`src/rtl/instr_encoder_if.sv`:
```
// rtl/instr_encoder_if.sv - operand-bundle input and encoded-word output stream for instr_encoder
interface instr_encoder_if;
   logic        in_valid;
   logic        in_ready;
   logic [5:0]  op_sel;
   logic [4:0]  rs;
   logic [4:0]  rt;
   logic [4:0]  rd;
   logic [4:0]  shamt;
   logic [15:0] imm;
   logic [25:0] target;
   logic        out_valid;
   logic        out_ready;
   logic [31:0] out_word;
   logic [31:0] out_addr;

   modport master (
      output in_valid, op_sel, rs, rt, rd, shamt, imm, target, out_ready,
      input  in_ready, out_valid, out_word, out_addr
   );

   modport slave (
      input  in_valid, op_sel, rs, rt, rd, shamt, imm, target, out_ready,
      output in_ready, out_valid, out_word, out_addr
   );
endinterface

```
`src/rtl/instr_encoder.sv`:
```
// rtl/instr_encoder.sv - packs instruction ID + operands into MIPS words streamed with word addresses
// Optional INSTR_ENC_CHECK_EN: op_sel>50 is swallowed without output and sets sticky err_o.
module instr_encoder #(
   parameter logic [31:0] BASE_ADDR = 32'h0000_3000,
   parameter int unsigned DEPTH     = 1024,
   localparam int unsigned CW       = $clog2(DEPTH) + 1
) (
   input  logic           clk_i,
   input  logic           rst_i,
   input  logic           clear_i,
   instr_encoder_if.slave bus,
   output logic [CW-1:0]  count_o,
   output logic           full_o,
   output logic           err_o
);
   localparam logic [CW-1:0] DEPTH_C = CW'(DEPTH);

   logic          valid_q, valid_d;
   logic [31:0]   word_q, word_d;
   logic [31:0]   addr_q, addr_d;
   logic [CW-1:0] count_q, count_d;
   logic [CW-1:0] pending;
   logic [31:0]   enc_word;
   logic [4:0]    f_rs, f_rt, f_rd, f_sh;
   logic [15:0]   f_imm;
   logic          rdy, accept, load, emit, full_next;

   function automatic logic [31:0] r_word(input logic [4:0] a_rs, input logic [4:0] a_rt,
                                          input logic [4:0] a_rd, input logic [4:0] a_sh,
                                          input logic [5:0] fn);
      return {6'b000000, a_rs, a_rt, a_rd, a_sh, fn};
   endfunction

   function automatic logic [31:0] i_word(input logic [5:0] op, input logic [4:0] a_rs,
                                          input logic [4:0] a_rt, input logic [15:0] a_imm);
      return {op, a_rs, a_rt, a_imm};
   endfunction

   assign f_rs  = bus.rs;
   assign f_rt  = bus.rt;
   assign f_rd  = bus.rd;
   assign f_sh  = bus.shamt;
   assign f_imm = bus.imm;

   // Fields an instruction does not use are forced to zero here, not left to the caller.
   always_comb begin
      enc_word = 32'h0000_0000;
      case (bus.op_sel)
         6'd0:    enc_word = i_word(6'h20, f_rs, f_rt, f_imm);
         6'd1:    enc_word = i_word(6'h24, f_rs, f_rt, f_imm);
         6'd2:    enc_word = i_word(6'h21, f_rs, f_rt, f_imm);
         6'd3:    enc_word = i_word(6'h25, f_rs, f_rt, f_imm);
         6'd4:    enc_word = i_word(6'h23, f_rs, f_rt, f_imm);
         6'd5:    enc_word = i_word(6'h28, f_rs, f_rt, f_imm);
         6'd6:    enc_word = i_word(6'h29, f_rs, f_rt, f_imm);
         6'd7:    enc_word = i_word(6'h2B, f_rs, f_rt, f_imm);
         6'd8:    enc_word = r_word(f_rs, f_rt, f_rd, 5'd0, 6'h20);
         6'd9:    enc_word = r_word(f_rs, f_rt, f_rd, 5'd0, 6'h21);
         6'd10:   enc_word = r_word(f_rs, f_rt, f_rd, 5'd0, 6'h22);
         6'd11:   enc_word = r_word(f_rs, f_rt, f_rd, 5'd0, 6'h23);
         6'd12:   enc_word = r_word(5'd0, f_rt, f_rd, f_sh, 6'h00);
         6'd13:   enc_word = r_word(5'd0, f_rt, f_rd, f_sh, 6'h02);
         6'd14:   enc_word = r_word(5'd0, f_rt, f_rd, f_sh, 6'h03);
         6'd15:   enc_word = r_word(f_rs, f_rt, f_rd, 5'd0, 6'h04);
         6'd16:   enc_word = r_word(f_rs, f_rt, f_rd, 5'd0, 6'h06);
         6'd17:   enc_word = r_word(f_rs, f_rt, f_rd, 5'd0, 6'h07);
         6'd18:   enc_word = r_word(f_rs, f_rt, f_rd, 5'd0, 6'h24);
         6'd19:   enc_word = r_word(f_rs, f_rt, f_rd, 5'd0, 6'h25);
         6'd20:   enc_word = r_word(f_rs, f_rt, f_rd, 5'd0, 6'h26);
         6'd21:   enc_word = r_word(f_rs, f_rt, f_rd, 5'd0, 6'h27);
         6'd22:   enc_word = i_word(6'h08, f_rs, f_rt, f_imm);
         6'd23:   enc_word = i_word(6'h09, f_rs, f_rt, f_imm);
         6'd24:   enc_word = i_word(6'h0C, f_rs, f_rt, f_imm);
         6'd25:   enc_word = i_word(6'h0D, f_rs, f_rt, f_imm);
         6'd26:   enc_word = i_word(6'h0E, f_rs, f_rt, f_imm);
         6'd27:   enc_word = i_word(6'h0F, 5'd0, f_rt, f_imm);
         6'd28:   enc_word = r_word(f_rs, f_rt, f_rd, 5'd0, 6'h2A);
         6'd29:   enc_word = i_word(6'h0A, f_rs, f_rt, f_imm);
         6'd30:   enc_word = i_word(6'h0B, f_rs, f_rt, f_imm);
         6'd31:   enc_word = r_word(f_rs, f_rt, f_rd, 5'd0, 6'h2B);
         6'd32:   enc_word = i_word(6'h04, f_rs, f_rt, f_imm);
         6'd33:   enc_word = i_word(6'h05, f_rs, f_rt, f_imm);
         6'd34:   enc_word = i_word(6'h06, f_rs, 5'd0, f_imm);
         6'd35:   enc_word = i_word(6'h07, f_rs, 5'd0, f_imm);
         6'd36:   enc_word = i_word(6'h01, f_rs, 5'd0, f_imm);
         6'd37:   enc_word = i_word(6'h01, f_rs, 5'd1, f_imm);
         6'd38:   enc_word = {6'h02, bus.target};
         6'd39:   enc_word = {6'h03, bus.target};
         6'd40:   enc_word = r_word(f_rs, 5'd0, f_rd, 5'd0, 6'h09);
         6'd41:   enc_word = r_word(f_rs, 5'd0, 5'd0, 5'd0, 6'h08);
         6'd42:   enc_word = r_word(f_rs, f_rt, 5'd0, 5'd0, 6'h18);
         6'd43:   enc_word = r_word(f_rs, f_rt, 5'd0, 5'd0, 6'h19);
         6'd44:   enc_word = r_word(f_rs, f_rt, 5'd0, 5'd0, 6'h1A);
         6'd45:   enc_word = r_word(f_rs, f_rt, 5'd0, 5'd0, 6'h1B);
         6'd46:   enc_word = r_word(5'd0, 5'd0, f_rd, 5'd0, 6'h10);
         6'd47:   enc_word = r_word(5'd0, 5'd0, f_rd, 5'd0, 6'h12);
         6'd48:   enc_word = r_word(f_rs, 5'd0, 5'd0, 5'd0, 6'h11);
         6'd49:   enc_word = r_word(f_rs, 5'd0, 5'd0, 5'd0, 6'h13);
         6'd50:   enc_word = {6'h1C, f_rs, f_rt, 16'h0000};
         default: enc_word = 32'h0000_0000;
      endcase
   end

   // count + pending word never exceeds DEPTH, so equality is the refusal point.
   assign pending   = count_q + CW'(valid_q);
   assign full_next = (pending == DEPTH_C);
   assign emit      = valid_q & bus.out_ready;
   assign rdy       = !full_next & (!valid_q | bus.out_ready);
   assign accept    = bus.in_valid & rdy;

`ifdef INSTR_ENC_CHECK_EN
   logic op_ok;
   logic err_q, err_d;

   assign op_ok = (bus.op_sel <= 6'd50);
   assign load  = accept & op_ok;
   assign err_d = err_q | (accept & !op_ok & !clear_i);
   assign err_o = err_q;

   always_ff @(posedge clk_i or posedge rst_i) begin
      if (rst_i) err_q <= 1'b0;
      else       err_q <= err_d;
   end
`else
   assign load  = accept;
   assign err_o = 1'b0;
`endif

   always_comb begin
      valid_d = valid_q;
      word_d  = word_q;
      addr_d  = addr_q;
      count_d = count_q;
      if (clear_i) begin
         valid_d = 1'b0;
         addr_d  = BASE_ADDR;
         count_d = '0;
      end else begin
         if (emit) begin
            valid_d = 1'b0;
            addr_d  = addr_q + 32'd4;
            count_d = count_q + CW'(1);
         end
         if (load) begin
            valid_d = 1'b1;
            word_d  = enc_word;
         end
      end
   end

   always_ff @(posedge clk_i or posedge rst_i) begin
      if (rst_i) begin
         valid_q <= 1'b0;
         word_q  <= 32'h0000_0000;
         addr_q  <= BASE_ADDR;
         count_q <= '0;
      end else begin
         valid_q <= valid_d;
         word_q  <= word_d;
         addr_q  <= addr_d;
         count_q <= count_d;
      end
   end

   assign bus.in_ready  = rdy;
   assign bus.out_valid = valid_q;
   assign bus.out_word  = word_q;
   assign bus.out_addr  = addr_q;
   assign count_o       = count_q;
   assign full_o        = (count_q == DEPTH_C);
endmodule

```
`src/flat_wrapper.sv`:
```
// flat-port wrapper written by rule: the top's interface ports become plain ports
module instr_encoder_flat 
#(
   parameter logic [31:0] BASE_ADDR = 32'h0000_3000,
   parameter int unsigned DEPTH     = 1024,
   localparam int unsigned CW       = $clog2(DEPTH) + 1
)
  (clk_i, rst_i, clear_i, count_o, full_o, err_o, bus_in_valid, bus_op_sel, bus_rs, bus_rt, bus_rd, bus_shamt, bus_imm, bus_target, bus_out_ready, bus_in_ready, bus_out_valid, bus_out_word, bus_out_addr);
  instr_encoder_if bus_i ();
  input  logic clk_i;
  input  logic rst_i;
  input  logic clear_i;
  output logic [CW-1:0] count_o;
  output logic full_o;
  output logic err_o;
  input wire logic [$bits(bus_i.in_valid)-1:0] bus_in_valid;
  input wire logic [$bits(bus_i.op_sel)-1:0] bus_op_sel;
  input wire logic [$bits(bus_i.rs)-1:0] bus_rs;
  input wire logic [$bits(bus_i.rt)-1:0] bus_rt;
  input wire logic [$bits(bus_i.rd)-1:0] bus_rd;
  input wire logic [$bits(bus_i.shamt)-1:0] bus_shamt;
  input wire logic [$bits(bus_i.imm)-1:0] bus_imm;
  input wire logic [$bits(bus_i.target)-1:0] bus_target;
  input wire logic [$bits(bus_i.out_ready)-1:0] bus_out_ready;
  output wire logic [$bits(bus_i.in_ready)-1:0] bus_in_ready;
  output wire logic [$bits(bus_i.out_valid)-1:0] bus_out_valid;
  output wire logic [$bits(bus_i.out_word)-1:0] bus_out_word;
  output wire logic [$bits(bus_i.out_addr)-1:0] bus_out_addr;
  assign bus_i.in_valid = bus_in_valid;
  assign bus_i.op_sel = bus_op_sel;
  assign bus_i.rs = bus_rs;
  assign bus_i.rt = bus_rt;
  assign bus_i.rd = bus_rd;
  assign bus_i.shamt = bus_shamt;
  assign bus_i.imm = bus_imm;
  assign bus_i.target = bus_target;
  assign bus_i.out_ready = bus_out_ready;
  assign bus_in_ready = bus_i.in_ready;
  assign bus_out_valid = bus_i.out_valid;
  assign bus_out_word = bus_i.out_word;
  assign bus_out_addr = bus_i.out_addr;
  instr_encoder #(.BASE_ADDR(BASE_ADDR), .DEPTH(DEPTH)) u_core (.clk_i(clk_i), .rst_i(rst_i), .clear_i(clear_i), .bus(bus_i), .count_o(count_o), .full_o(full_o), .err_o(err_o));
endmodule
```
`config.mk`:
```
export PLATFORM = sky130hd
export DESIGN_NAME = instr_encoder_flat
export DESIGN_NICKNAME = d
export VERILOG_FILES = /design/src/rtl/instr_encoder_if.sv /design/src/rtl/instr_encoder.sv /design/src/flat_wrapper.sv
export SDC_FILE = /design/constraint.sdc
export NUM_CORES = 1
export LEC_CHECK = 0
export CAP_MARGIN = 15
export CORE_AREA = 3 3 113 115
export CTS_BUF_LIST = sky130_fd_sc_hd__clkbuf_16
export CTS_CLUSTER_SIZE = 28
export DETAILED_ROUTE_END_ITERATION = 12
export DIE_AREA = 0 0 116 118
export PLACE_DENSITY = 0.75
export SETUP_SLACK_MARGIN = 0.02
export SLEW_MARGIN = 20
export SYNTH_ARGS = -nofsm -noshare
export SYNTH_HDL_FRONTEND = slang
export SYNTH_SLANG_ARGS = --single-unit
```
`constraint.sdc`:
```
create_clock -name clk_i -period 2.6 [get_ports clk_i]
set_clock_uncertainty 0.1 [all_clocks]
set_input_delay 0.52 -clock clk_i [delete_from_list [all_inputs] [get_ports clk_i]]
set_output_delay 0.52 -clock clk_i [all_outputs]
set_load 0.01 [all_outputs]
```
[Word-level counts from Yosys, hierarchy flattened]
Index checks and enable logic that the tools add are counted.
Word-level totals
  input bits: 73
  bits in registers: 76
Cells by class
  equality and inequality tests: 52
  reduce and logical (&&, ||, !) cells: 6
  multiplexer cells: 8
  $add $sub $neg: 3
  bitwise gates (word level): 5
Operators by type and width (count)
  $pmux 32 s51: 1
  $eq 6x6->1 const B: 19
  $eq 6x5->1 const B: 16
  $mux 32: 2
  $eq 6x4->1 const B: 8
  $add 32x3->32 const B: 1
  $eq 6x3->1 const B: 4
  $eq 11x11->1 const B: 2
  $mux 11: 2
  $eq 6x2->1 const B: 2
  $add 11x1->11: 1
  $add 11x1->11 const B: 1
  $eq 6x1->1 const B: 1
  $logic_not 6->1: 1
  $and 1x1->1: 3
  $mux 1: 3
  $reduce_bool 3->1: 1
  $logic_not 1->1: 2
  $reduce_and 2->1: 1
  $reduce_bool 2->1: 1
  $not 1->1: 1
  $or 1x1->1: 1

[Depth between registers and ports, before layout]
Gate-level depths: netlist of run 1.
  depth after elaboration: 7
  gate-level depth with buffers: 9
  depth with buffers taken out: 8

[Least setup slack after synthesis of run 1]
No wires, ideal clock.
  path kind: register -> register
  start point: register u_core.count_q[0], in the netlist u_core.count_o[0]
  end point: register u_core.word_q[16], in the netlist u_core.bus.out_word[16]
  data arrival time: 2.285 ns
  data required time: 2.375 ns
  setup slack: 0.090 ns
  cell stages (with the launch flop): 9
  period minus slack after synthesis: 2.510 ns
  setup time: 0.125 ns
  path through: dfrtp_1 -> ha_1 -> ha_1 -> a211o_1 -> a2111oi_4 -> nand4_2 -> nand3_4 -> buf_12 -> mux2_4
Between the ends
  word-level cells in the longest chain between the ends: 6
RTL lines
  start: declaration: line instr_encoder.sv:21  | logic [CW-1:0] count_q, count_d;
  start signal: assignment: line instr_encoder.sv:161  | count_q <= count_d;
  $add 11x1->11: line instr_encoder.sv:105  | assign pending = count_q + CW'(valid_q);
  $eq 11x11->1: line instr_encoder.sv:106  | assign full_next = (pending == DEPTH_C);
  $logic_not 1->1: line instr_encoder.sv:108  | assign rdy = !full_next & (!valid_q | bus.out_ready);
  $and 1x1->1: line instr_encoder.sv:108
  $and 1x1->1: line instr_encoder.sv:109  | assign accept = bus.in_valid & rdy;
  $reduce_and 2->1 (no source line)
  end signal: assignment: line instr_encoder.sv:159  | word_q <= word_d;
  end: declaration: line instr_encoder.sv:19  | logic [31:0] word_q, word_d;
No other way between the ends.
A chain may end at the register's enable or synchronous reset.

[Worst setup path after layout of run 1]
  start point: register u_core.count_q[0], in the netlist u_core.count_o[0]
  end point: output port bus_in_ready
Between the ends
  word-level cells in the longest chain between the ends: 4
RTL lines
  $add 11x1->11: line instr_encoder.sv:105
  $eq 11x11->1: line instr_encoder.sv:106
  $logic_not 1->1: line instr_encoder.sv:108
  $and 1x1->1: line instr_encoder.sv:108
  end: declaration: line flat_wrapper.sv:25  | output wire logic [$bits(bus_i.in_ready)-1:0] bus_in_ready;
No other way between the ends.

==> flow_metrics.env, run 1 <==
export IMPL_p_leak_uw=0.00313
export IMPL_die_w_um=116
export IMPL_post_route_period_util=1.06
export IMPL_syn_area_per_cell_um2=9.44
export IMPL_startpoint_type="register"
export IMPL_slew_viol_final=0
export IMPL_synth_top_area_cell="dfrtp_1"
export IMPL_critPathRequiredTime_ps=1980
export IMPL_status="finished with violations"
export IMPL_yosysTopAreaCellShare=0.386
export IMPL_hpwl_um=10500
export IMPL_area_growth_pct=53.7
export IMPL_setup_slack_ps=-144
export IMPL_cp_slowest_cell="dfrtp_1"
export IMPL_yosysWarnings=0
export IMPL_critPathTopFamily="compound AO/OA/AOI/OAI gates"
export IMPL_cts_tree="built"
export IMPL_h_tree_depth=3
export IMPL_crit_arrival_ps=2120
export IMPL_synth_seq_cells=74
export IMPL_die_h_um=118
export IMPL_grt_usage=0.213
export IMPL_path_clk_slew_ps=60
export IMPL_fillers=997
export IMPL_cts_root_buf="clkbuf_16"
export IMPL_finalWeightedCongestion=0.944
export IMPL_setup_viol=1
export IMPL_netlist_top_cells_count="dfrtp_1 (72), nor2_1 (44), nand2_1 (37)"
export IMPL_vias=4611
export IMPL_crit_fanout=3
export IMPL_place_ws_ps=-241
export IMPL_synth_cell_types=62
export IMPL_power_total_uw=3310
export IMPL_ys_seq_area_frac=0.397
export IMPL_setup_tns_ps=-144
export IMPL_clock_sinks=74
export IMPL_ant_nets=0
export IMPL_slew_headroom=0.606
export IMPL_vdd_drop_max_mv=0.367
export IMPL_critPathBufInv=1
export IMPL_portBuffers=148
export IMPL_max_stage_delay_ps=410
export IMPL_grt_ovfl_total=0
export IMPL_hold_violations=0
export IMPL_synth_area_um2=4670
export IMPL_min_period_ps=2740
export IMPL_worst_pin_slew_ps=588
export IMPL_worst_setup_path_type="reg2out"
export IMPL_num_rows=40
export IMPL_dr_pass1_iters=8
export IMPL_synthMostInstantiatedCell="dfrtp_1"
export IMPL_drt_iter0_drc=420
export IMPL_holdWs_ps=402
export IMPL_max_freq_mhz=364
export IMPL_initial_utilization=0.392
export IMPL_cts_buffer_depth=2
export IMPL_violations="negative setup slack"
export IMPL_vias_per_cell=5.44
export IMPL_drc=0
export IMPL_grt_pass1_wl_um=23600
export IMPL_cp_end_kind="primary output"
export IMPL_routedWlPerCell_um=16.8
export IMPL_io_pins=152
export IMPL_wirelength_um=14200
export IMPL_max_cap_violations=0
export IMPL_grt_pass1_vias=4681
export IMPL_rsz0062_at_grt="yes"
export IMPL_grt_max_degree=75
export IMPL_core_area_um2=11900
export IMPL_synthCells=495
export IMPL_path_cells="ha_4 > ha_4 > a211o_1 > a2111oi_4 > nand4_2 > nor2b_4 > buf_6"
export IMPL_p_per_area_nw_per_um2=461
export IMPL_design_final_nets=774
export IMPL_synthTopCellsByArea="dfrtp_1 (39%), mux2_4 (5.8%), xor2_1 (3.6%)"
export IMPL_async_flop_share=1.00
export IMPL_antenna_found_initial=0
export IMPL_synth_main_ff_cell="dfrtp_1"
export IMPL_synth_edf_count=0
export IMPL_crit_top_cell="ha_4"
export IMPL_hp_class="reg2reg"
export IMPL_drive_above_1_share=0.181
export IMPL_die_area_um2=13700
export IMPL_n_antenna_cell=0
export IMPL_numCtsBuffers=9
export IMPL_clk_latency_ps=340
==> registers in the layout, summed over array words and instances, names as in the netlist <==
signal                cells
u_core.bus.out_valid      1
u_core.count_o           11
u_core.bus.out_word      32
u_core.bus.out_addr      30
==> through the flow <==
step,area (um2),std cells,util
4_1_cts,7150,848,0.600
6_report,7180,847,0.603
3_5_place_dp,6740,823,0.565
5_1_grt,7180,847,0.603
2_1_floorplan,4680,497,-
3_3_place_gp,6740,823,0.565
==> report_power, final <==
part	switching, uW	internal, uW
registers	55.1	1250
logic	352	508
clock network	503	642
total	910	2400
==> path summary, 6_finish.rpt <==
path | startpoint | endpoint | slack [ps] | depth (start not counted)
setup / recovery | u_core.count_o[0] | bus_in_ready | -140 | 7
hold / removal | u_core.bus.out_word[20] | u_core.bus.out_word[20] | 400 | 1
setup reg to reg | u_core.count_o[0] | u_core.bus.out_word[5] | 50 | 10
hold reg to reg | u_core.bus.out_word[20] | u_core.bus.out_word[20] | 400 | 1
max in group asynchronous | rst_i | u_core.bus.out_addr[12] | 1560 | 3
min in group asynchronous | rst_i | u_core.bus.out_word[23] | 480 | 3
==> final cells by class <==
cell class	count	area, um2	area share
Multi-Input combinational cell	362	2560	0.357
Tap cell	147	184	0.0256
Sequential cell	74	1850	0.258
Timing Repair Buffer	225	2220	0.309
Clock inverter	7	46.3	0.00645
Inverter	23	86.3	0.0120
Clock buffer	9	225	0.0314
==> worst reg2reg max path: cells and delay by family, from the launching register on <==
| kind | cells | cell delay (ps) |
|---|---|---|
| multiplexers | 1 | 300 |
| flip-flops | 1 | 410 |
| AND/OR/NAND/NOR | 2 | 280 |
| AO/OA/AOI/OAI | 2 | 590 |
| buffers and inverters | 3 | 400 |
| adder cells (fa/ha/maj) | 2 | 340 |
==> cells by family (layout without fill, tap and decap cells) <==
family | count (synthesis) | in the layout | synth area share
other | 1 | 3 | 0.000803
adders and majority gates | 6 | 6 | 0.0161
muxes | 34 | 34 | 0.0927
xor gates and xnor gates | 34 | 34 | 0.0638
AOI/OAI and AO/OA | 111 | 111 | 0.170
buffers and inverters | 61 | 264 | 0.0643
DFF | 74 | 74 | 0.397
and+or+nand+nor | 174 | 174 | 0.195
==> per-layer routing <==
layer	track usage	wire length, um	part of all wire
met1	0.261	5610	0.39
met3	0.0504	903	0.063
met2	0.368	7470	0.52
met5	0	0	0
met4	0.0580	253	0.018
==> placed cells by master, fill, tap and decap left out, types with 19 or more instances in the layout <==
cell and instances:
a21oi_1 28, buf_4 62, clkdlybuf4s50_1 146, dfrtp_1 72, inv_1 23, mux2_4 19, nand2_1 37, nand3_1 20
nor2_1 44, o21ai_0 19, xor2_1 19
==> what timing repair did <==
action / CTS / global route
resized for setup: 15 / 9
gates cloned: 1 / 0
setup endpoints to repair: 10 / 33
hold buffers: 0 / 0
buffers inserted: 11 / 1
pin swaps: 4 / 4
Power figures use the tool's default switching activity.
==> run 2, diff against run 1 <==
--- a/config.mk
+++ b/config.mk
@@ -5,13 +5,14 @@
 export SDC_FILE = /design/constraint.sdc
 export NUM_CORES = 1
 export LEC_CHECK = 0
+export ABC_AREA = 1
 export CAP_MARGIN = 15
-export CORE_AREA = 3 3 113 115
+export CORE_AREA = 3 3 127 129
 export CTS_BUF_LIST = sky130_fd_sc_hd__clkbuf_16
 export CTS_CLUSTER_SIZE = 28
 export DETAILED_ROUTE_END_ITERATION = 12
-export DIE_AREA = 0 0 116 118
-export PLACE_DENSITY = 0.75
+export DIE_AREA = 0 0 130 132
+export PLACE_DENSITY = 0.79
 export SETUP_SLACK_MARGIN = 0.02
 export SLEW_MARGIN = 20
 export SYNTH_ARGS = -nofsm -noshare
==> run 2 against run 1 <==
  * Cell area is 35% higher
  * Power is 9.7% higher
  * Synthesized cell count is 150% higher
  * The flow now finishes without violations
  * Largest power group is now the clock network
  * Largest cell class unchanged
  * Die area is 25% higher
==> flow_metrics.env, run 2 <==
export IMPL_power_total_uw=3630
export IMPL_p_leak_uw=0.00481
export IMPL_status="complete, no violations"
export IMPL_yosysWarnings=0
export IMPL_crit_top_cell="ha_4"
export IMPL_synth_top_area_cell="dfrtp_1"
export IMPL_hold_violations=0
export IMPL_routedWlPerCell_um=15.0
export IMPL_hp_class="in2async"
export IMPL_initial_utilization=0.464
export IMPL_critPathBufInv=3
export IMPL_async_flop_share=1.00
export IMPL_grt_pass1_vias=7913
export IMPL_cts_hold_buf=0
export IMPL_vias=8782
export IMPL_p_per_area_nw_per_um2=376
export IMPL_cp_slowest_cell="dfrtp_1"
export IMPL_area_growth_pct=37.4
export IMPL_max_stage_delay_ps=410
export IMPL_max_cap_violations=0
export IMPL_mostFrequentLayoutCells="nand2_1 (459), nand3_1 (165), clkdlybuf4s50_1 (146), nor2_1 (138), inv_1 (106)"
export IMPL_worst_pin_slew_ps=672
export IMPL_final_area_um2=9650
export IMPL_clk_latency_ps=340
export IMPL_final_common_cell="nand2_1"
export IMPL_yosysTopAreaCellShare=0.256
export IMPL_cp_end_kind="primary output"
export IMPL_drt_iter0_drc=940
export IMPL_io_pins=152
export IMPL_synth_main_ff_cell="dfrtp_1"
export IMPL_cts_tree="built"
export IMPL_vdd_drop_max_mv=0.337
export IMPL_synthCells=1237
export IMPL_num_rows=45
export IMPL_crit_fanout=3
export IMPL_rsz0062_at_grt="yes"
export IMPL_cts_root_buf="clkbuf_16"
export IMPL_endpoint="bus_in_ready"
export IMPL_portBuffers=148
export IMPL_setup_viol=0
export IMPL_synth_edf_count=0
export IMPL_synth_area_um2=7030
export IMPL_die_w_um=130
export IMPL_fin_cells=1625
export IMPL_ff2ff_setup_slack_ps=230
export IMPL_min_period_ps=2560
export IMPL_finalWeightedCongestion=0.981
export IMPL_drive_above_1_share=0.120
export IMPL_clock_sinks=74
export IMPL_syn_area_per_cell_um2=5.68
export IMPL_r2r_start="u_core.count_o[0]"
export IMPL_n_antenna_cell=0
export IMPL_grt_pass1_wl_um=39100
export IMPL_critPathRequiredTime_ps=1980
export IMPL_synth_seq_cells=74
export IMPL_synthMostInstantiatedCell="nand2_1"
export IMPL_final_util=0.637
export IMPL_drc=0
export IMPL_slew_headroom=0.551
export IMPL_max_freq_mhz=390
export IMPL_register_area_um2=1860
export IMPL_hpwl_um=18800
export IMPL_die_h_um=132
export IMPL_placed_cell_area_um2=9250
export IMPL_critPathTopFamily="simple AND/OR/NAND/NOR gates"
export IMPL_wirelength_um=24400
export IMPL_ant_nets=0
export IMPL_dr_pass1_iters=5
export IMPL_rr_endpoint="u_core.bus.out_word[17]"
export IMPL_cp_startpoint="u_core.count_o[0]"
export IMPL_grt_ovfl_total=0
export IMPL_design_final_nets=1511
export IMPL_vias_per_cell=5.40
export IMPL_numCtsBuffers=9
export IMPL_path_clk_slew_ps=60
export IMPL_core_area_um2=15100
export IMPL_synthTopCellsByArea="dfrtp_1 (26%), nand2_1 (25%), nand3_1 (12%)"
export IMPL_grt_max_degree=61
export IMPL_crit_arrival_ps=1940
export IMPL_path_depth=11
export IMPL_h_tree_depth=3
export IMPL_die_area_um2=17200
export IMPL_grt_usage=0.277
export IMPL_startpoint_type="register"
export IMPL_ys_seq_area_frac=0.264
export IMPL_synth_cell_types=43
export IMPL_netlist_top_cells_count="nand2_1 (460), nand3_1 (166), nor2_1 (143)"
export IMPL_post_route_period_util=0.985
export IMPL_fillers=1387
export IMPL_place_inst=1607
export IMPL_slew_viol_final=0
export IMPL_rr_worst_depth=14
export IMPL_multiInputGateArea_um2=4470
export IMPL_cts_buffer_depth=2
export IMPL_largest_reg_flops=32
export IMPL_antenna_found_initial=0
export IMPL_path_cells="ha_4 > ha_4 > nand3_1 > inv_1 > nand2_1 > nor2_1 > nor3_2 > nand3_2 > nand2_2 > inv_2 > buf_6"
export IMPL_worst_setup_path_type="reg2out"
-- run 2: layout make-up --
class,count,share of cell area
multi-input combinational,976,0.463
clock inverter,7,0.0105
inverter,126,0.0490
tap,188,0.0244
timing repair buffer,245,0.238
sequential,74,0.192
clock buffer,9,0.0233
-- run 2: per-stage QoR --
stage | worst slack [ps] | hold WS, ps | TNS, ps
2_1_floorplan | 102 | 413 | 0
3_5_place_dp | -294 | 365 | -7030
6_report | 37.7 | 363 | 0
3_3_place_gp | -264 | 362 | -6490
5_1_grt | -66.9 | 393 | -66.9
4_1_cts | -90.1 | 363 | -90.1
-- run 2: per-layer routing --
layer / wire [um] / global-route usage
met5: 0 / 0
met4: 671 / 0.102
met3: 1670 / 0.0312
met2: 11900 / 0.468
met1: 10100 / 0.363
-- run 2: cells by family after synthesis --
| group | synth area share |
|---|---|
| compound gates | 0.0901 |
| xor+xnor | 0.00249 |
| fa+ha+maj | 0.0107 |
| buf+inv | 0.110 |
| flops | 0.264 |
| other cells | 0.000534 |
| simple gates | 0.522 |
-- run 2: how the worst min path moves through the flow --
stage / start / end / slack, ps / cells after the start
floorplan: u_core.bus.out_word[0] / u_core.bus.out_word[0] / 410 / 2
global placement: u_core.bus.out_word[9] / u_core.bus.out_word[9] / 360 / 2
detailed placement: u_core.bus.out_word[19] / u_core.bus.out_word[19] / 370 / 2
CTS: rst_i / u_core.bus.out_word[19] / 360 / 2
global route: u_core.bus.out_word[19] / u_core.bus.out_word[19] / 390 / 2
finish: rst_i / u_core.bus.out_word[19] / 360 / 2
-- run 2: timing repair --
action | in CTS | in global routing
pin swaps | 5 | 8
endpoints found under the setup margin | 2 | 29
resized for setup | 7 | 19
setup buffers | 1 | 1
cloned | 0 | 0
-- run 2: report_power, final --
part / leakage, uW / internal [uW] / switching, uW
Sequential: 0.000997 / 1240 / 61.9
Combinational: 0.00365 / 444 / 521
Clock: 0.000160 / 850 / 514
Total: 0.00481 / 2530 / 1100
==> run 3, diff against run 2 <==
--- a/config.mk
+++ b/config.mk
@@ -7,14 +7,14 @@
 export LEC_CHECK = 0
 export ABC_AREA = 1
 export CAP_MARGIN = 15
-export CORE_AREA = 3 3 127 129
+export CORE_AREA = 3 3 121 135
 export CTS_BUF_LIST = sky130_fd_sc_hd__clkbuf_16
 export CTS_CLUSTER_SIZE = 28
 export DETAILED_ROUTE_END_ITERATION = 12
-export DIE_AREA = 0 0 130 132
-export PLACE_DENSITY = 0.79
+export DIE_AREA = 0 0 124 138
+export PLACE_DENSITY = 0.8
 export SETUP_SLACK_MARGIN = 0.02
-export SLEW_MARGIN = 20
+export SLEW_MARGIN = 5
 export SYNTH_ARGS = -nofsm -noshare
 export SYNTH_HDL_FRONTEND = slang
 export SYNTH_SLANG_ARGS = --single-unit
==> run 3 against run 2 <==
  * The run now ends with negative setup slack left
  * Die area is 0.28% lower
  * Critical path type unchanged
  * Worst setup slack lost 74 ps
  * Power down 0.65%
  * Sequential power about the same
  * Sequential cell count unchanged
  * Utilization up 1.7 points
==> flow_metrics.env, run 3 (synthesis gave the netlist of run 2 again) <==
export IMPL_grt_max_degree=43
export IMPL_cp_slowest_cell="dfrtp_1"
export IMPL_mostFrequentLayoutCells="nand2_1 (459), nand3_1 (163), clkdlybuf4s50_1 (145), nor2_1 (138), inv_1 (106)"
export IMPL_cts_tree="built"
export IMPL_vdd_drop_max_mv=0.331
export IMPL_vias=9074
export IMPL_cts_root_buf="clkbuf_16"
export IMPL_fin_cells=1648
export IMPL_n_antenna_cell=0
export IMPL_ant_nets=0
export IMPL_min_period_ps=2640
export IMPL_grt_pass1_vias=8263
export IMPL_hpwl_um=20000
export IMPL_critPathTopFamily="simple AND/OR/NAND/NOR gates"
export IMPL_critPathBufInv=2
export IMPL_hp_class="in2async"
export IMPL_dr_pass1_iters=8
export IMPL_wirelength_um=26900
export IMPL_post_route_period_util=1.01
export IMPL_path_cells="ha_4 > ha_4 > nor2_4 > nand3_2 > nor2_1 > nand3_1 > nor2_1 > nand3_2 > nand2_2 > inv_2 > buf_6"
export IMPL_multiInputGateArea_um2=4540
export IMPL_worst_setup_path_type="reg2out"
export IMPL_antenna_found_initial=1
export IMPL_grt_usage=0.299
export IMPL_p_leak_uw=0.00491
export IMPL_rsz0062_at_grt="yes"
export IMPL_io_pins=152
export IMPL_finalWeightedCongestion=0.984
export IMPL_startpoint_type="register"
export IMPL_path_clk_slew_ps=60
export IMPL_max_stage_delay_ps=420
export IMPL_slew_viol_final=0
export IMPL_die_w_um=124
export IMPL_area_growth_pct=40.3
export IMPL_portBuffers=148
export IMPL_status="finished with violations"
export IMPL_place_inst=1628
export IMPL_cts_buffer_depth=2
export IMPL_h_tree_depth=3
export IMPL_largest_reg_flops=32
export IMPL_grt_ovfl_total=0
export IMPL_cp_end_kind="primary output"
export IMPL_setup_viol=1
export IMPL_die_h_um=138
export IMPL_slew_headroom=0.556
export IMPL_setup_tns_ps=-35.9
export IMPL_violations="negative setup slack"
export IMPL_worst_pin_slew_ps=660
export IMPL_drive_above_1_share=0.131
export IMPL_crit_fanout=3
export IMPL_grt_pass1_wl_um=41400
export IMPL_initial_utilization=0.467
export IMPL_clk_latency_ps=350
export IMPL_max_cap_violations=0
export IMPL_numCtsBuffers=9
export IMPL_crit_arrival_ps=2020
export IMPL_routedWlPerCell_um=16.3
export IMPL_vias_per_cell=5.51
export IMPL_drt_iter0_drc=1179
export IMPL_holdWs_ps=346
export IMPL_die_area_um2=17100
export IMPL_hold_violations=0
export IMPL_critPathRequiredTime_ps=1980
export IMPL_register_area_um2=1860
export IMPL_drc=0
export IMPL_final_common_cell="nand2_1"
export IMPL_fillers=1400
export IMPL_setup_slack_ps=-35.9
export IMPL_design_final_nets=1526
export IMPL_p_per_area_nw_per_um2=366
export IMPL_max_freq_mhz=379
export IMPL_final_util=0.655
export IMPL_clock_sinks=74
export IMPL_num_rows=47
export IMPL_core_area_um2=15100
run 3: cell types whose count changed in the layout (fill, tap and decap cells not counted), moves of 3 or more:
cell      previous run  this run
buf_4               90        99
clkinv_2             0         3
buf_12               7        11
nor2_2              17        14
nor2_4               5         9
run 3: cell type report:
cell class	count	area share
repair buffers	258	0.248
flip-flops and latches	74	0.188
clock buffers	9	0.0228
multi-input cells	978	0.460
inverters	126	0.0481
clock inverters	7	0.00787
well taps	196	0.0249
run 3: path summary, 6_finish.rpt:
check	from	to	slack [ps]	depth (start not counted)
max	u_core.count_o[0]	bus_in_ready	-40	11
min	rst_i	u_core.count_o[4]	350	2
max reg2reg	u_core.count_o[0]	u_core.bus.out_word[25]	220	13
min reg2reg	u_core.bus.out_word[17]	u_core.bus.out_word[17]	380	2
max in group asynchronous	rst_i	u_core.bus.out_addr[12]	1450	3
min in group clk_i	u_core.bus.out_word[17]	u_core.bus.out_word[17]	380	2
run 3: timing repair:
| action | in CTS | in global routing |
|---|---|---|
| cloned | 0 | 2 |
| gates resized for setup | 10 | 24 |
| endpoints found under the setup margin | 3 | 30 |
| buffers inserted | 1 | 1 |
| pin swaps | 6 | 10 |
| hold buffers | 0 | 0 |
run 3: layer usage:
metal | wire, um | GRT usage | part of all wire | vias up
met5 | 13 | 0 | 0.00048 | -
met4 | 1300 | 0.142 | 0.048 | 2
met3 | 2340 | 0.0470 | 0.087 | 99
met2 | 12900 | 0.496 | 0.48 | 492
met1 | 10300 | 0.377 | 0.38 | 4079
li1 | - | - | - | 4402
run 3: power breakdown:
| group | switching (uW) | internal [uW] |
|---|---|---|
| combinational | 549 | 464 |
| clock | 539 | 754 |
| sequential | 62.6 | 1240 |
run 3: through the flow:
step	cell area [um2]	power [uW]	setup WS [ps]
finish	9860	3600	-35.9
global route	9860	3750	-134
CTS	9740	3570	-29.6
detailed placement	9410	2290	-308
global placement	9410	2280	-295
floorplan	7030	1750	102
run 3: worst register-to-register path, delay by kind of cell (launching register included):
kind	cells	cell delay, ps
simple gates	9	1230
flops	1	410
fa+ha+maj	2	320
buf+inv	2	260
